===== config.mk =====
export PLATFORM = sky130hd
export DESIGN_NAME = branch_target_lut
export DESIGN_NICKNAME = d
export VERILOG_FILES = /design/src/rtl/lut_pkg.sv /design/src/rtl/lut_init_seq.sv /design/src/rtl/branch_target_lut.sv
export SDC_FILE = /design/constraint.sdc
export NUM_CORES = 1
export LEC_CHECK = 0
export CAP_MARGIN = 10
export CORE_AREA = 2 2 87 89
export DETAILED_ROUTE_END_ITERATION = 16
export DIE_AREA = 0 0 89 91
export SETUP_SLACK_MARGIN = 0.05
export SYNTH_ARGS = -nofsm -noshare
export SYNTH_HDL_FRONTEND = slang
export SYNTH_SLANG_ARGS = --single-unit

===== constraint.sdc =====
create_clock -name Clk_i -period 2.2 [get_ports Clk_i]
set_clock_uncertainty 0.05 [all_clocks]
set_input_delay 0.44 -clock Clk_i [delete_from_list [all_inputs] [get_ports Clk_i]]
set_output_delay 0.44 -clock Clk_i [all_outputs]
set_load 0.02 [all_outputs]

===== src/rtl/lut_pkg.sv =====
// Shared types for the branch-target lookup table: controller state and the
// packed {relative, target} entry layout used by the default configuration.
package lut_pkg;

  localparam int LUT_TARGET_W = 10;

  typedef enum logic {
    INIT,
    READY
  } lut_state_t;

  typedef struct packed {
    logic                    relative;
    logic [LUT_TARGET_W-1:0] target;
  } lut_entry_t;

endpackage


===== src/rtl/lut_init_seq.sv =====
// Init sweep for the lookup table: walks an index over every entry once,
// strobing a write per cycle, then raises done until restarted.
module lut_init_seq #(
  parameter int ADDR_W = 2
) (
  input  logic              Clk_i,
  input  logic              Reset_n_i,
  input  logic              restart_i,
  output logic [ADDR_W-1:0] index_o,
  output logic              wr_o,
  output logic              done_o
);

  localparam logic [ADDR_W-1:0] LAST_IDX = '1;
  localparam logic [ADDR_W-1:0] IDX_ONE  = ADDR_W'(1);

  logic [ADDR_W-1:0] index_q, index_d;
  logic              done_q, done_d;

  always_comb begin
    index_d = index_q;
    done_d  = done_q;
    if (restart_i) begin
      index_d = '0;
      done_d  = 1'b0;
    end else if (!done_q) begin
      index_d = index_q + IDX_ONE;
      if (index_q == LAST_IDX) begin
        done_d = 1'b1;
      end
    end
  end

  always_ff @(posedge Clk_i or negedge Reset_n_i) begin
    if (!Reset_n_i) begin
      index_q <= '0;
      done_q  <= 1'b0;
    end else begin
      index_q <= index_d;
      done_q  <= done_d;
    end
  end

  assign index_o = index_q;
  assign wr_o    = !done_q;
  assign done_o  = done_q;

endmodule


===== src/rtl/branch_target_lut.sv =====
// Writable branch-target table for fetch: registered lookups with write-first
// bypass, hardware init after reset or Clear, runtime rewrite port.
module branch_target_lut
  import lut_pkg::*;
#(
  parameter int ADDR_W         = 2,
  parameter int TARGET_W       = 10,
  parameter int DEFAULT_TARGET = 1
) (
  input  logic                Clk_i,
  input  logic                Reset_n_i,
  input  logic                Clear_i,
  input  logic                RdEn_i,
  input  logic [ADDR_W-1:0]   RdAddr_i,
  output logic [TARGET_W-1:0] Target_o,
  output logic                Relative_o,
  output logic                TargetValid_o,
  input  logic                WrEn_i,
  input  logic [ADDR_W-1:0]   WrAddr_i,
  input  logic [TARGET_W-1:0] WrData_i,
  input  logic                WrRelative_i,
  output logic                WrReady_o,
  output logic                Busy_o
);

  localparam int                  DEPTH       = 2**ADDR_W;
  localparam logic [ADDR_W-1:0]   LAST_IDX    = ADDR_W'(DEPTH-1);
  localparam logic [TARGET_W-1:0] INIT_TARGET = TARGET_W'(DEFAULT_TARGET);

  lut_state_t state_q, state_d;

  logic [ADDR_W-1:0]   initIdx;
  logic                initWr;
  logic                initDone;

  logic [TARGET_W:0]   entries_q [DEPTH];

  logic [TARGET_W-1:0] target_q, target_d;
  logic                relative_q, relative_d;
  logic                valid_q, valid_d;

  logic                live;
  logic                restart;
  logic                wrAccept;
  logic                bypass;

  lut_init_seq #(
    .ADDR_W (ADDR_W)
  ) u_init_seq (
    .Clk_i     (Clk_i),
    .Reset_n_i (Reset_n_i),
    .restart_i (restart),
    .index_o   (initIdx),
    .wr_o      (initWr),
    .done_o    (initDone)
  );

  // Clear beats a same-cycle write; the dropped write must not feed the bypass.
  assign live     = (state_q == READY) && initDone;
  assign restart  = live && Clear_i;
  assign wrAccept = live && WrEn_i && !Clear_i;
  assign bypass   = wrAccept && (WrAddr_i == RdAddr_i);

  always_comb begin
    state_d = state_q;
    case (state_q)
      INIT:    if (initWr && (initIdx == LAST_IDX)) state_d = READY;
      READY:   if (Clear_i) state_d = INIT;
      default: state_d = INIT;
    endcase
  end

  always_comb begin
    target_d   = target_q;
    relative_d = relative_q;
    valid_d    = 1'b0;
    if (live && RdEn_i) begin
      valid_d = 1'b1;
      if (bypass) begin
        {relative_d, target_d} = {WrRelative_i, WrData_i};
      end else begin
        {relative_d, target_d} = entries_q[RdAddr_i];
      end
    end
  end

  always_ff @(posedge Clk_i or negedge Reset_n_i) begin
    if (!Reset_n_i) begin
      state_q    <= INIT;
      target_q   <= '0;
      relative_q <= 1'b0;
      valid_q    <= 1'b0;
    end else begin
      state_q    <= state_d;
      target_q   <= target_d;
      relative_q <= relative_d;
      valid_q    <= valid_d;
    end
  end

  // Storage has no reset; the init sweep is the only thing that defines it.
  always_ff @(posedge Clk_i) begin
    if ((state_q == INIT) && initWr) begin
      entries_q[initIdx] <= {1'b1, INIT_TARGET};
    end else if (wrAccept) begin
      entries_q[WrAddr_i] <= {WrRelative_i, WrData_i};
    end
  end

  assign Target_o      = target_q;
  assign Relative_o    = relative_q;
  assign TargetValid_o = valid_q;
  assign WrReady_o     = (state_q == READY);
  assign Busy_o        = (state_q == INIT);

endmodule


==> results.yml <==
synth:
  synth_nets: 179
  synth_compound_area_frac: 0.08512
  yosysUniqueCellTypes: 34
  yosys-top-cells-area: "edfxtp_1 (51%), dfrtp_1 (16%), mux4_2 (9.6%)"
  async_flop_share: 0.2667
  netlist_area_um2: 2572
  ys_warn_count: 0
  yosysTopAreaCell: "edfxtp_1"
  ys_seq_elements: 60
  synth_fa_ha_area_frac: 0.004864
  synth_top_family_by_area: "simple AND/OR/NAND/NOR gates"
  synth_ff_type: "edfxtp_1"
  ys_seq_area_frac: 0.6693
  synth-simple-area-share: 0.1046
  synth_area_per_cell_um2: 16.28
  synth_top_area_frac: 0.5136
  synth_xor_xnor_area_share: 0.01362
  synth_mux_area_frac: 0.1002
  synthCells: 158
  synth_edf_count: 44
timing:
  period_share: 0.9408
  tns_ps: 0
  finalMaxSlewViolations: 0
  setup_viol: 0
  fmax_mhz: 483.1
  slew_headroom: 0.7433
  period_minus_slack_ps: 2070
  rsz0062_at_grt: "no"
  final-hold-violation-count: 0
  worst_pin_slew_ps: 385.0
  timing.hold.ws_ps: 379.9
die:
  io_pins: 34
  dieArea_um2: 8099
  die_height_um: 91
  rows: 31
  die_w_um: 89
  start_util: 0.3604
  core_area_um2: 7137
placed_design:
  portBuffers: 33
  dp.cells: 301
  dp_hpwl_mm: 3.562
  finalWeightedCongestion: 0.7935
power_and_ir_drop:
  ir_worst_vdd_v: 0.0003110
  pwr_density_cell_nw_per_um2: 1006
  p_leak_nw: 1.217
  p_total_mw: 3.390
clock_network:
  htree_num_levels: 3
  cts_root_buffer: "clkbuf_8"
  clockBufferDepth: 2
  numCtsBuffers: 9
  holdBufCountCts: 0
  clock_latency_ps: 330
  clk_pin_slew_ps: 80
  postCtsSetupRepairBufs: 0
  ctsResizeCount: 0
  cts_tree: "done"
  cts.sinks: 60
grt:
  grt_pass1_vias: 1591
  antenna_found_initial: 0
  grtUsageTotal: 0.1392
  grt_max_degree: 17
  gr-total-overflow: 0
  grt_pass1_wl_mm: 8.280
worst_setup_path:
  cp_top_family: "buffers and inverters"
  cp-start-kind: "flop"
  cp_cell_sequence: "inv_1 > clkdlybuf4s50_1"
  cp_num_buf_inv: 2
  cpMaxStageDelayCell: "clkdlybuf4s50_1"
  worstPathArrival_ps: 1580
  path_class: "flop to output port"
  required_ps: 1710
  crit_path_max_incr_delay_ps: 610
  critPathMaxFanout: 9
  cp-end-kind: "output port"
routing:
  viasPerCell: 4.927
  ant_nets: 0
  drt_iter0_markers: 84
  drc: 0
  dr.pass1.iters: 4
  num_vias: 1562
  wl_per_cell_um: 16.17
  wl_mm: 5.127
cells_and_area:
  drive_gt1_frac: 0.2431
  diodes: 0
  area_delta_synth_final_pct: 30.98
  nets: 234
  instances_no_fill: 317
  final_core_util: 0.4721
status:
  outcome: "finished, final reports clean"
run:
  maxCapViolCount: 0
worst_hold_path:
  hold_path_class: "primary input to asynchronous set/reset pin"
report_power, final:
| group | switching [mW] | internal (mW) | total, mW | leakage, nW |
|---|---|---|---|---|
| Combinational | 0.400 | 0.462 | 0.863 | 0.541 |
| Clock | 0.461 | 0.528 | 0.989 | 0.0958 |
| Sequential | 0.126 | 1.41 | 1.54 | 0.580 |
| Total | 0.987 | 2.40 | 3.39 | 1.22 |
through the flow:
| step | setup WS, ps | area (µm²) |
|---|---|---|
| 2_1_floorplan | 73.40 | 2577 |
| 3_3_place_gp | -38.76 | 3169 |
| 3_5_place_dp | -12.07 | 3169 |
| 4_1_cts | 124.9 | 3369 |
| 5_1_grt | 67.81 | 3369 |
| 6_report | 130.2 | 3369 |
flip-flops by register name (all words and copies together), names as in the netlist:
register            count
entries_q              44
Target_o               10
u_init_seq.index_o      2
WrReady_o               1
u_init_seq.done_o       1
TargetValid_o           1
Relative_o              1
Yosys cell counts, types with 2 or more instances:
cell and n:
inv_1 3, dfrtp_1 16, o21ai_1 4, nand2b_1 2, nand3_1 3, xor2_1 3
a21oi_1 2, o2bb2ai_1 2, buf_2 4, o31ai_1 3, mux4_2 11, and2_1 20
nor2_1 3, clkbuf_1 2, a221o_1 9, a31oi_1 5, nand2_1 6, edfxtp_1 44
metal layers:
layer / GRT usage / vias to the layer above / part of all wire
met3: 0.03091 / 15 / 0.047
met1: 0.1846 / 768 / 0.42
li1: - / 730 / -
met2: 0.2146 / 49 / 0.50
met5: 0 / - / 0
met4: 0.06716 / 0 / 0.024
area by class of cell:
cell class,count,area [µm²]
Sequential cell,60,1722
Multi-Input combinational cell,86,798.3
Timing Repair Buffer,52,510.5
Tap cell,99,123.9
Inverter,4,15.01
Fill cell,645,3767
Clock buffer,9,123.9
Clock inverter,7,76.32
path summary, 6_finish.rpt:
kind                            slack (ps)  cells past startpoint               to         startpoint
worst max-delay path                   130                      2           Busy_o          WrReady_o
worst min-delay path                   380                      2      Target_o[8]          Reset_n_i
worst max register to register         320                      4  entries_q[1][1]  u_init_seq.done_o
worst min register to register         540                      2      Target_o[7]        Target_o[7]
max in group asynchronous             1520                      2      Target_o[5]          Reset_n_i
min in group Clk_i                     540                      2      Target_o[7]        Target_o[7]
worst register-to-register path, cell delays in order, from the launching register on:
cell	delay, ps
dfrtp_1	580
and4b_1	390
nand2_1	80
o22ai_1	260
buf_4	220
cells by family after synthesis:
group	Yosys count
fa+ha+maj	1
flops	60
buf+inv	12
mux	12
simple gates	40
compound gates	29
xor+xnor	4
cell usage in the layout (no fill, tap or decap), types with 5 or more instances in the layout:
cell type	n
buf_4	16
dfrtp_1	16
edfxtp_1	44
and2_1	20
mux4_2	11
a31oi_1	5
nand2_1	6
clkdlybuf4s50_1	33
clkbuf_8	9
a221o_1	9
Note: power is estimated with default switching activity, not from simulation.
